--- config.mk ---
export PLATFORM = sky130hd
export DESIGN_NAME = object_plotter
export DESIGN_NICKNAME = d
export VERILOG_FILES = /design/src/rtl/object_plotter_pkg.sv /design/src/rtl/object_plotter_rect_scan.sv /design/src/rtl/object_plotter.sv
export SDC_FILE = /design/constraint.sdc
export NUM_CORES = 1
export LEC_CHECK = 0
export CORE_ASPECT_RATIO = 1.1
export CORE_MARGIN = 2
export CORE_UTILIZATION = 55
export CTS_BUF_LIST = sky130_fd_sc_hd__clkbuf_16
export DETAILED_ROUTE_END_ITERATION = 16
export HOLD_SLACK_MARGIN = 0.12
export PLACE_DENSITY = 0.86
export SLEW_MARGIN = 20
export SYNTH_ARGS = -nofsm -noshare
export SYNTH_HDL_FRONTEND = slang
export SYNTH_SLANG_ARGS = --single-unit
--- constraint.sdc ---
create_clock -name clk -period 9.05 [get_ports clk]
set_input_delay 0.905 -clock clk [delete_from_list [all_inputs] [get_ports clk]]
set_output_delay 0.905 -clock clk [all_outputs]
set_load 0.05 [all_outputs]
--- src/rtl/object_plotter_pkg.sv ---
// rtl/object_plotter_pkg.sv - object indices, screen size and state encoding shared with the sequencer
package object_plotter_pkg;

  localparam logic [3:0] OBJ_PLAYER = 4'd0;
  localparam logic [3:0] OBJ_ENEMY1 = 4'd1;
  localparam logic [3:0] OBJ_ENEMY2 = 4'd2;
  localparam logic [3:0] OBJ_ENEMY3 = 4'd3;
  localparam logic [3:0] OBJ_ENEMY4 = 4'd4;
  localparam logic [3:0] OBJ_BULLET = 4'd5;
  localparam int         NUM_OBJ    = 6;

  localparam int SCREEN_W = 160;
  localparam int SCREEN_H = 120;

  typedef enum logic [1:0] {
    ST_LATCH = 2'd0,
    ST_ERASE = 2'd1,
    ST_DRAW  = 2'd2,
    ST_DONE  = 2'd3
  } plot_state_t;

  function automatic logic on_screen(input logic [8:0] px, input logic [7:0] py);
    return (px < 9'(SCREEN_W)) && (py < 8'(SCREEN_H));
  endfunction

endpackage

--- src/rtl/object_plotter_rect_scan.sv ---
// rtl/object_plotter_rect_scan.sv - row-major W x H pixel counter; the first pixel is produced in the start cycle
module rect_scan #(
  parameter int CW = 4
) (
  input  logic          clk,
  input  logic          resetn,
  input  logic          i_start,
  input  logic [CW-1:0] i_w,
  input  logic [CW-1:0] i_h,
  output logic [CW-1:0] o_cx,
  output logic [CW-1:0] o_cy,
  output logic          o_last,
  output logic          o_busy
);

  logic [CW-1:0] r_cx;
  logic [CW-1:0] r_cy;
  logic [CW-1:0] r_w;
  logic [CW-1:0] r_h;
  logic          r_busy;
  logic [CW-1:0] w_w;
  logic [CW-1:0] w_h;
  logic          w_row_end;

  assign o_busy    = i_start | r_busy;
  assign o_cx      = i_start ? '0 : r_cx;
  assign o_cy      = i_start ? '0 : r_cy;
  assign w_w       = i_start ? i_w : r_w;
  assign w_h       = i_start ? i_h : r_h;
  assign w_row_end = (o_cx == w_w - CW'(1));
  assign o_last    = o_busy && w_row_end && (o_cy == w_h - CW'(1));

  always_ff @(posedge clk) begin
    if (!resetn) begin
      r_cx   <= '0;
      r_cy   <= '0;
      r_w    <= '0;
      r_h    <= '0;
      r_busy <= 1'b0;
    end else begin
      if (i_start) begin
        r_w <= i_w;
        r_h <= i_h;
      end
      if (o_busy) begin
        r_busy <= !o_last;
        if (w_row_end) begin
          r_cx <= '0;
          r_cy <= o_cy + CW'(1);
        end else begin
          r_cx <= o_cx + CW'(1);
          r_cy <= o_cy;
        end
      end
    end
  end

endmodule

--- src/rtl/object_plotter.sv ---
// rtl/object_plotter.sv - erases and redraws one selected object rectangle per request, one pixel per clock
module object_plotter
  import object_plotter_pkg::*;
#(
  parameter int         PLAYER_W   = 8,
  parameter int         PLAYER_H   = 8,
  parameter int         ENEMY_W    = 8,
  parameter int         ENEMY_H    = 6,
  parameter int         BULLET_W   = 1,
  parameter int         BULLET_H   = 3,
  parameter logic [2:0] PLAYER_COL = 3'b010,
  parameter logic [2:0] ENEMY_COL  = 3'b100,
  parameter logic [2:0] BULLET_COL = 3'b111,
  parameter logic [2:0] BG_COL     = 3'b000
) (
  input  logic        clk,
  input  logic        resetn,
  input  logic [3:0]  draw_sel,
  input  logic [5:0]  obj_active,
  input  logic [47:0] pos_x_flat,
  input  logic [41:0] pos_y_flat,
  output logic [7:0]  x,
  output logic [6:0]  y,
  output logic [2:0]  colour,
  output logic        plot,
  output logic        done
);

  localparam int CW = 4;

  plot_state_t r_state;
  plot_state_t w_state_nxt;

  logic [3:0]    r_sel;
  logic          r_active;
  logic [7:0]    r_pos_x;
  logic [6:0]    r_pos_y;
  logic [7:0]    r_prev_x [8];
  logic [6:0]    r_prev_y [8];
  logic [7:0]    r_prev_valid;
  logic [7:0]    r_base_x;
  logic [6:0]    r_base_y;
  logic [2:0]    r_col;
  logic [7:0]    r_x;
  logic [6:0]    r_y;
  logic [2:0]    r_colour;
  logic          r_plot;
  logic          r_done;
  logic          r_out_last;

  logic [3:0]    w_sel;
  logic          w_sel_ok;
  logic [2:0]    w_idx;
  logic [63:0]   w_pos_x_pad;
  logic [55:0]   w_pos_y_pad;
  logic [7:0]    w_act_pad;
  logic [7:0]    w_in_x;
  logic [6:0]    w_in_y;
  logic          w_cur_active;
  logic [7:0]    w_cur_x;
  logic [6:0]    w_cur_y;
  logic [CW-1:0] w_w;
  logic [CW-1:0] w_h;
  logic [2:0]    w_draw_col;
  logic          w_start;
  logic          w_start_draw;
  logic [CW-1:0] w_cx;
  logic [CW-1:0] w_cy;
  logic          w_last;
  logic          w_busy;
  logic [7:0]    w_base_x;
  logic [6:0]    w_base_y;
  logic [2:0]    w_col;
  logic [8:0]    w_px;
  logic [7:0]    w_py;

  // While latching, the live inputs steer the scanner so its first pixel is ready on the next edge
  assign w_sel        = (r_state == ST_LATCH) ? draw_sel : r_sel;
  assign w_sel_ok     = (w_sel <= OBJ_BULLET);
  assign w_idx        = w_sel[2:0];
  assign w_pos_x_pad  = {16'd0, pos_x_flat};
  assign w_pos_y_pad  = {14'd0, pos_y_flat};
  assign w_act_pad    = {2'd0, obj_active};
  assign w_in_x       = w_pos_x_pad[{w_idx, 3'b000} +: 8];
  assign w_in_y       = w_pos_y_pad[{3'b000, w_idx} * 6'd7 +: 7];
  assign w_cur_active = (r_state == ST_LATCH) ? (w_sel_ok && w_act_pad[w_idx]) : r_active;
  assign w_cur_x      = (r_state == ST_LATCH) ? w_in_x : r_pos_x;
  assign w_cur_y      = (r_state == ST_LATCH) ? w_in_y : r_pos_y;

  always_comb begin
    w_w        = '0;
    w_h        = '0;
    w_draw_col = BG_COL;
    case (w_sel)
      OBJ_PLAYER: begin
        w_w        = CW'(PLAYER_W);
        w_h        = CW'(PLAYER_H);
        w_draw_col = PLAYER_COL;
      end
      OBJ_ENEMY1, OBJ_ENEMY2, OBJ_ENEMY3, OBJ_ENEMY4: begin
        w_w        = CW'(ENEMY_W);
        w_h        = CW'(ENEMY_H);
        w_draw_col = ENEMY_COL;
      end
      OBJ_BULLET: begin
        w_w        = CW'(BULLET_W);
        w_h        = CW'(BULLET_H);
        w_draw_col = BULLET_COL;
      end
      default: ;
    endcase
  end

  always_comb begin
    w_state_nxt  = r_state;
    w_start      = 1'b0;
    w_start_draw = 1'b0;
    case (r_state)
      ST_LATCH: begin
        if (!w_sel_ok) begin
          w_state_nxt = ST_DONE;
        end else if (r_prev_valid[w_idx]) begin
          w_state_nxt = ST_ERASE;
          w_start     = 1'b1;
        end else if (w_cur_active) begin
          w_state_nxt  = ST_DRAW;
          w_start      = 1'b1;
          w_start_draw = 1'b1;
        end else begin
          w_state_nxt = ST_DONE;
        end
      end
      ST_ERASE: begin
        if (r_out_last) begin
          if (r_active) begin
            w_state_nxt  = ST_DRAW;
            w_start      = 1'b1;
            w_start_draw = 1'b1;
          end else begin
            w_state_nxt = ST_DONE;
          end
        end
      end
      ST_DRAW: begin
        if (r_out_last) w_state_nxt = ST_DONE;
      end
      ST_DONE:  w_state_nxt = ST_LATCH;
      default:  w_state_nxt = ST_LATCH;
    endcase
  end

  rect_scan #(.CW(CW)) u_scan (
    .clk     (clk),
    .resetn  (resetn),
    .i_start (w_start),
    .i_w     (w_w),
    .i_h     (w_h),
    .o_cx    (w_cx),
    .o_cy    (w_cy),
    .o_last  (w_last),
    .o_busy  (w_busy)
  );

  assign w_base_x = w_start ? (w_start_draw ? w_cur_x : r_prev_x[w_idx]) : r_base_x;
  assign w_base_y = w_start ? (w_start_draw ? w_cur_y : r_prev_y[w_idx]) : r_base_y;
  assign w_col    = w_start ? (w_start_draw ? w_draw_col : BG_COL) : r_col;
  assign w_px     = {1'b0, w_base_x} + 9'(w_cx);
  assign w_py     = {1'b0, w_base_y} + 8'(w_cy);

  always_ff @(posedge clk) begin
    if (!resetn) begin
      r_state      <= ST_LATCH;
      r_sel        <= '0;
      r_active     <= 1'b0;
      r_pos_x      <= '0;
      r_pos_y      <= '0;
      r_prev_valid <= '0;
      r_base_x     <= '0;
      r_base_y     <= '0;
      r_col        <= '0;
      r_x          <= '0;
      r_y          <= '0;
      r_colour     <= '0;
      r_plot       <= 1'b0;
      r_done       <= 1'b0;
      r_out_last   <= 1'b0;
      for (int i = 0; i < 8; i++) begin
        r_prev_x[i] <= '0;
        r_prev_y[i] <= '0;
      end
    end else begin
      r_state    <= w_state_nxt;
      r_x        <= w_px[7:0];
      r_y        <= w_py[6:0];
      r_colour   <= w_col;
      r_plot     <= w_busy && on_screen(w_px, w_py);
      r_done     <= (w_state_nxt == ST_DONE);
      r_out_last <= w_last;
      if (r_state == ST_LATCH) begin
        r_sel    <= draw_sel;
        r_active <= w_cur_active;
        r_pos_x  <= w_in_x;
        r_pos_y  <= w_in_y;
      end
      if (w_start) begin
        r_base_x <= w_base_x;
        r_base_y <= w_base_y;
        r_col    <= w_col;
      end
      if (r_state == ST_ERASE && r_out_last && !r_active) begin
        r_prev_valid[r_sel[2:0]] <= 1'b0;
      end
      if (r_state == ST_DRAW && r_out_last) begin
        r_prev_x[r_sel[2:0]]     <= r_pos_x;
        r_prev_y[r_sel[2:0]]     <= r_pos_y;
        r_prev_valid[r_sel[2:0]] <= 1'b1;
      end
    end
  end

  assign x      = r_x;
  assign y      = r_y;
  assign colour = r_colour;
  assign plot   = r_plot;
  assign done   = r_done;

endmodule

==> metrics.txt <==
outcome=finished clean; Die Span X=134.2 um; clock sink total=206; register bit total from synthesis=206; cell taking the most area after synthesis=edfxtp_1; max cap viols=0; Port Buf Inserts=121; Core ar.=0.01835 mm2; min cycle time layout=5.916 ns; Post-synth EDFFs=120; most frequent cells in the layout=and2_1, clkdlybuf4s50_1, edfxtp_1; # IOs=122; # Post-CTS Setup Buffers=0; RSZ-0062 raised after global routing=false; CP arrival=6.30 ns; Cell Pwr Density=195.0 mW/mm2; largest fanout on the critical path=24; initial antenna violation count=0; commonest non-fill, non-tap cell in the layout=and2_1; largest net degree at the start of global routing=52; Final Hold Vio Count=0; clock slew at reported path FFs=0.06 ns; Area Growth Syn to Fin=20.33%; maximum clock path buffer count=3; full die area=0.01975 mm2; final setup fails=0; PnR Total Power=2.406 mW; Netlist cell types=73; FMAX=169.0 MHz; setup_tns=0 ns; Routed Antenna Nets=0; first-pass GRT wire length=44.62 mm; Critical Path RT=9.43 ns; RR Startpoint=r_state[1]; WL/cell=21.86 um; n_diodes=0; vias per std cell=6.272; number of global-route vias before repair=8184; total grt overflow=0; Worst Tran Pin Value=1.158 ns; Synth Area per Inst=10.63 um2; Hold Path Origin=r_col[0]; Hold Buf Count CTS=0; top-area cell type share of the netlist area=0.3515; post-synthesis sequential area ratio=0.5195; metal1 wirelength=11.06 mm; peak supply drop=144.1 uV; Hold WS=0.4625 ns; Pre-antenna DRT Iters=5; Net Count, Synth=1080; starting density of the core=0.5587; metal2 WL=13.71 mm; CP startpoint kind=primary input; num rows=52; Skew-Pair Late Insertion Delay=0.51 ns; Async S/R FF share, synth=0; Tcrit/Tclk final=0.6537; layout cell share with drive strength beyond 1=0.07143; yosys warns=0; post_cts resized=0; dpl hpwl=19.73 mm; final WL=28.88 mm; total track usage=0.2910; Setup crit end kind=flop; Primary FF master, synth=edfxtp_1; Fin Clk Skew=0.01583 ns; slew margin rel.=0.2249; crit path from=draw_sel[1]; Top Metal Used=met4; CTS root buffer=clkbuf_16; CTS tree=yes; synthesized cell area=0.01025 mm2; H-tree Lvls=1; initial drt markers=1046; critical path class=in2reg; Lkg Pwr=4.793 nW; fin nets=1179; Synth area leaders=edfxtp_1, dfxtp_1, and2_1; Tightest Hold Check Type=reg2reg; cts bufs inserted=22; Max Slew Vio Count=0; die height=147.2 um; Routability Congestion=0.9544; Syn Inst Count=964; DR WL met3=2.782 mm; DRC violations left=0; DR vias=8285
-- worst paths after layout --
| check | to | slack, ns | cells past startpoint |
|---|---|---|---|
| max | plot | 3.13 | 19 |
| min | r_col[0] | 0.46 | 2 |
| max reg2reg | plot | 3.21 | 17 |
| min reg2reg | r_col[0] | 0.46 | 2 |
-- Yosys cell counts, types with 10 or more instances --
cell type,instances
a21oi_1,27
a221o_1,12
a221oi_1,43
and2_1,153
buf_2,12
clkbuf_1,50
dfxtp_1,86
edfxtp_1,120
ha_1,12
inv_1,13
mux2i_1,46
nand2_1,51
nand3_1,27
nor2_1,66
nor3_1,11
o211ai_1,16
o21ai_0,55
xnor2_1,10
-- per-layer routing --
layer  vias to the layer above  global-route usage
li1                       3785                   -
met1                      3928              0.3747
met2                       465              0.4745
met3                       107             0.04934
met4                         0              0.1474
met5                         -                   0
-- state kept, by name, summed over array words and instances (netlist names), 7 cells and up --
name	cells
r_base_x	8
r_base_y	7
r_pos_x	8
r_pos_y	7
r_prev_valid	8
r_prev_x	64
r_prev_y	56
x	8
y	7
-- layout make-up --
| class | instances | area (um2) |
|---|---|---|
| multi-input combinational | 678 | 4612 |
| inverter | 13 | 48.80 |
| sequential | 206 | 5325 |
| fill | 1389 | 6012 |
| clock inverter | 16 | 101.3 |
| timing repair buffer | 142 | 1369 |
| clock buffer | 23 | 575.6 |
| tap | 243 | 304.0 |
-- stage by stage --
stage,std cells,utilization,instance area [um2],setup WS [ns]
2_1_floorplan,964,-,10250,4.195
4_1_cts,1321,0.6719,12330,3.292
3_5_place_dp,1282,0.6350,11650,2.782
5_1_grt,1321,0.6723,12340,2.792
3_3_place_gp,1282,0.6350,11650,2.970
6_report,1321,0.6723,12340,3.134
-- power breakdown --
part           switching (mW)  internal [mW]
logic                   0.287          0.186
clock network           0.363          0.486
registers              0.0448           1.04
total                   0.694           1.71
-- worst max-delay path: stages --
cell	delay (ns)
clkdlybuf4s50_1	0.76
or4b_1	0.69
o31ai_4	0.14
buf_4	0.35
a221oi_2	0.09
a311o_1	0.49
o21a_1	0.52
nor2_1	0.21
a211oi_1	0.07
a21oi_1	0.30
inv_1	0.08
ha_1	0.27
a21o_1	0.17
a21oi_1	0.16
nor2b_1	0.08
o22ai_1	0.16
or2_0	0.29
o31ai_1	0.12
a2111oi_1	0.42
-- cells by family (layout without fill, tap and decap cells) --
logic type / count (synthesis) / after routing / share of synthesized area
flip-flops: 206 / 206 / 0.5195
XOR/XNOR: 17 / 17 / 0.01452
multiplexers: 53 / 53 / 0.05590
AO/OA/AOI/OAI: 235 / 235 / 0.1688
AND/OR/NAND/NOR: 359 / 359 / 0.1894
adder cells (fa/ha/maj): 14 / 14 / 0.01855
buffers and inverters: 80 / 194 / 0.03332
No activity file was read; power rests on OpenSTA's default activity.
==> RTL change 1 (config.mk and constraints unchanged) <==
Register the output `y` once more, cleared by the reset; this adds one clock of latency there. The other outputs are not delayed to match.
--- a/src/rtl/object_plotter.sv
+++ b/src/rtl/object_plotter.sv
@@ -219,7 +219,13 @@
   end
 
   assign x      = r_x;
-  assign y      = r_y;
+  always_ff @(posedge clk) begin
+    if (!resetn) begin
+      y <= '0;
+    end else begin
+      y <= r_y;
+    end
+  end
   assign colour = r_colour;
   assign plot   = r_plot;
   assign done   = r_done;
Behaviour: not the same (a bounded check fails within 4 cycles, from zero or initial values and one cycle with resetn low).
==> RTL change 1 against the unedited design <==
- power is 0.80% higher
- setup slack worse by 0.063 ns
- sequential cell count is 7 higher
- routed wire length is 4.4% lower
- final area is 1.3% higher
- die area is 2.5% higher
- largest power group unchanged
- synthesized area is 2.6% higher
==> RTL change 1: results (changes against the unedited design) <==
Clock network
  – Post-CTS resize count: 0 (unchanged)
  – Postcts setup bufs: 0 (unchanged)

Worst hold path
  – Hold Path Sink: y[6] (was r_col[0])
  – Min-delay src: r_y[6] (was r_col[0])
  – Worst Hold Path Cells: 1 (was 2)

GRT
  – Vias in the first global route: 7989 (was 8184)
  – First-pass GRT wire length: 43.1 mm (was 44.6 mm)
  – Routing usage on met2: 45.8% (was 47.4%)
  – Overall global routing resource usage: 27.4% (was 29.1%)
  – Grt met1 use: 36.7% (was 37.5%)

Finish
  – Sequential cell area share: 43.7% (was 43.2%)
  – Repair and plain buffers: 135 (was 142)
  – Final #Nets: 1177 (was 1179)
  – Fin util: 66.2% (was 67.2%)
  – Non-clock buffer share of cell area: 10.5% (was 11.1%)
  – #MultiIn Comb: 677 (was 678)
  – Clock network area share: 5.27% (was 5.49%)
  – Area occupied by multi-input gates: 4710 sq um (was 4610 sq um)
  – Signal inverters: 12 (was 13)
  – FILL cells: 1409 (was 1389)

Outcome
  – Status: finished clean (unchanged)

Critical path
  – CP Data Arrival Time: 6.39 ns (was 6.30 ns)
  – Reg2Reg Setup Slack: 3.71 ns (was 3.21 ns)
  – RR Endpoint: plot (unchanged)
  – Crit Path Max Fanout: 53 (was 24)

STA
  – Clk_skew: 0.00961 ns (was 0.0158 ns)
  – Worst hold margin: 0.434 ns (was 0.463 ns)
  – Worst-Margin Slew: 1.04 ns (was 1.16 ns)

Place
  – RePlAce Congestion: 0.870 (was 0.954)
  – DPL Wire Length: 18.7 mm (was 19.7 mm)
  – Area after DPL: 11800 sq um (was 11700 sq um)

Drt
  – WL met3: 2.12 mm (was 2.78 mm)
  – Vias: 8162 (was 8285)
  – Metal1 wirelength: 11.0 mm (was 11.1 mm)
  – Initial DRC Count: 839 (was 1046)
  – WL final: 27.6 mm (was 28.9 mm)
  – Wire length on met2: 13.6 mm (was 13.7 mm)

Logic synthesis
  – Register bit total from synthesis: 213 (was 206)
  – Syn_nets: 1088 (was 1080)
  – Synth cell types: 75 (was 73)
  – Yosys warning count: 0 (unchanged)
  – Synth top area cells: edfxtp_1, dfxtp_1, and2_1 (unchanged)
  – Synth top cells by count: and2_1, edfxtp_1, dfxtp_1 (unchanged)
  – Seq/Total Area, Yosys: 52.0% (was 51.9%)

Power
  – VDD IR-drop max: 0.139 mV (was 0.144 mV)
  – Leakage: 4.91 nW (was 4.79 nW)
==> RTL change 1: cell count changes after synthesis, sizes merged, moves of 10 or more <==
cell    before  now
a21oi       27   53
buf         17   27
o21ai       58   28
nand2b       9   19
mux2         4   17
nor3        11   21
nand3       27   14
==> RTL change 1: critical path, stage by stage <==
cell and delay, ns:
clkdlybuf4s50_1 0.86, or4b_4 0.71, o21ai_4 0.16, buf_4 0.55
a221oi_1 0.19, a211o_1 0.38, o21ai_2 0.14, buf_4 0.30
a21oi_1 0.09, a211oi_1 0.26, a21oi_1 0.13, inv_1 0.10
ha_1 0.23, a21o_1 0.18, a21oi_1 0.29, inv_1 0.07
a21oi_1 0.19, nor2_1 0.11, inv_1 0.08, o311ai_0 0.14
nor4_1 0.30
==> RTL change 1: logic make-up (layout without fill, tap and decap cells) <==
family	Yosys count	after routing	share of synthesized area, %
AO/OA/AOI/OAI	224	224	16.0
adder cells (fa/ha/maj)	14	14	1.81
flip-flops	213	213	52.0
AND/OR/NAND/NOR	354	354	18.5
multiplexers	64	64	6.48
buffers and inverters	82	185	3.44
XOR/XNOR	21	21	1.75
==> RTL change 1: stage by stage <==
| stage | std cells | setup slack, ns |
|---|---|---|
| after floorplan | 972 | 4.35 |
| after detailed placement | 1284 | 2.72 |
| final | 1322 | 3.07 |
| after global placement | 1284 | 2.88 |
| after CTS | 1322 | 3.21 |
| after global routing | 1322 | 2.84 |
==> RTL change 1: power by group <==
part / switching, mW / leakage [nW] / internal [mW] / total, mW
combinational: 0.284 / 2.56 / 0.186 / 0.470
clock: 0.353 / 0.355 / 0.482 / 0.836
sequential: 0.0486 / 2.00 / 1.07 / 1.12
total: 0.686 / 4.91 / 1.74 / 2.43
==> RTL change 2 (config.mk and constraints unchanged) <==
Without the edit above. `CW` is set to 4 in 2 places; all go to 6.
--- a/src/rtl/object_plotter_rect_scan.sv
+++ b/src/rtl/object_plotter_rect_scan.sv
@@ -1,6 +1,6 @@
 // rtl/object_plotter_rect_scan.sv - row-major W x H pixel counter; the first pixel is produced in the start cycle
 module rect_scan #(
-  parameter int CW = 4
+  parameter int CW = 6
 ) (
   input  logic          clk,
   input  logic          resetn,
--- a/src/rtl/object_plotter.sv
+++ b/src/rtl/object_plotter.sv
@@ -26,7 +26,7 @@
   output logic        done
 );
 
-  localparam int CW = 4;
+  localparam int CW = 6;
 
   plot_state_t r_state;
   plot_state_t w_state_nxt;
Formal check against the unedited RTL: same outputs for any inputs over 4 cycles, from zero or initial values and one cycle with resetn low; that may be too few to reach the edited logic, so the function may still have changed.
==> RTL change 2 against the unedited design <==
- critical path depth fell by 1
- final area rose by 4.4%
- setup slack got worse by 0.31 ns
- worst hold slack improved by 0.033 ns
- routed wire length rose by 0.96%
- die area rose by 4.9%
- synthesized area rose by 5.0%
- non-clock buffer count fell by 6
- power rose by 1.8%
- fmax fell by 4.9%
- sequential cell count rose by 8
- critical endpoint is now u_scan.r_cy[3]
==> RTL change 2: results (changes against the unedited design) <==
Place
  – Cells after DPL: 1350 (was 1282)
  – Area after DPL: 12200 sq um (was 11700 sq um)
  – DPL Wire Length: 20.2 mm (was 19.7 mm)
  – RePlAce Congestion: 0.889 (was 0.954)

Critical path
  – Crit Path Max Fanout: 27 (was 24)
  – Worst flop-to-flop path startpoint: r_state[0] (was r_state[1])
  – CP max stage cell: a31oi_2 (was clkdlybuf4s50_1)
  – Largest stage delay on the critical path: 0.68 ns (was 0.76 ns)
  – CP Data Arrival Time: 6.62 ns (was 6.30 ns)
  – Delay-heaviest family, CP: simple AND/OR/NAND/NOR gates (was compound AO/OA/AOI/OAI gates)
  – Setup crit end: u_scan.r_cy[3] (was plot)

Power
  – VDD IR-drop max: 0.162 mV (was 0.144 mV)
  – Leakage: 4.99 nW (was 4.79 nW)

GRT
  – Routing usage on met2: 47.5% (was 47.4%)
  – Overall global routing resource usage: 28.2% (was 29.1%)
  – Largest net degree at the start of global routing: 65 (was 52)
  – First-pass GRT wire length: 45.1 mm (was 44.6 mm)
  – Grt met1 use: 36.2% (was 37.5%)
  – Met3 usage: 4.44% (was 4.93%)

Finish
  – Final #Nets: 1248 (was 1179)
  – FILL cells: 1456 (was 1389)

Drt
  – WL met3: 2.67 mm (was 2.78 mm)
  – Drt first pass iters: 7 (was 5)
  – Initial DRC Count: 852 (was 1046)
  – Vias/cell: 6.27 (about the same)
  – Drt wl/cell: 21.0 um (was 21.9 um)

Logic synthesis
  – Mapped Cells: 1033 (was 964)
  – Synth top area cells: edfxtp_1, dfxtp_1, and2_1 (unchanged)

Outcome
  – Status: finished clean (unchanged)

STA
  – Worst-Margin Slew: 1.12 ns (was 1.16 ns)
RTL change 2: tightest hold or removal path: stages (launching register included):
cell and delay, ns:
dfxtp_1 0.31, nand2_1 0.08, a21oi_1 0.06
RTL change 2: how the worst min path moves through the flow:
stage / start / end / depth (start not counted)
floorplan: r_col[1] / colour[1] / 2
global route: r_prev_valid[3] / r_prev_valid[3] / 1
finish: r_col[1] / colour[1] / 2
global placement: r_col[1] / r_col[1] / 2
detailed placement: r_prev_valid[3] / r_prev_valid[3] / 1
CTS: r_col[1] / r_col[1] / 2
RTL change 2: area by class of cell:
type / instances / area, sq um / area share (%)
Sequential cell: 214 / 5490 / 42.6
Multi-Input combinational cell: 740 / 5020 / 39.0
Timing Repair Buffer: 136 / 1320 / 10.2
Clock buffer: 22 / 551 / 4.28
Tap cell: 247 / 309 / 2.40
Clock inverter: 18 / 144 / 1.12
Inverter: 13 / 48.8 / 0.379
RTL change 2: power by group:
| part | internal [mW] | switching [mW] | total (mW) |
|---|---|---|---|
| sequential | 1.07 | 0.0443 | 1.12 |
| clock | 0.500 | 0.375 | 0.874 |
| combinational | 0.180 | 0.279 | 0.458 |
RTL change 2: cells by family after synthesis:
| kind of cell | synth area share (%) |
|---|---|
| xor gates and xnor gates | 2.12 |
| DFF | 50.9 |
| buffers and inverters | 2.92 |
| muxes | 5.54 |
| and+or+nand+nor | 20.6 |
| adders and majority gates | 2.35 |
| AOI/OAI and AO/OA | 15.6 |
RTL change 2: per-stage QoR:
stage | util [%] | total power, mW
CTS | 67.2 | 2.44
global route | 67.2 | 2.52
detailed placement | 63.6 | 1.58
finish | 67.2 | 2.45
floorplan | - | 1.41
global placement | 63.6 | 1.57
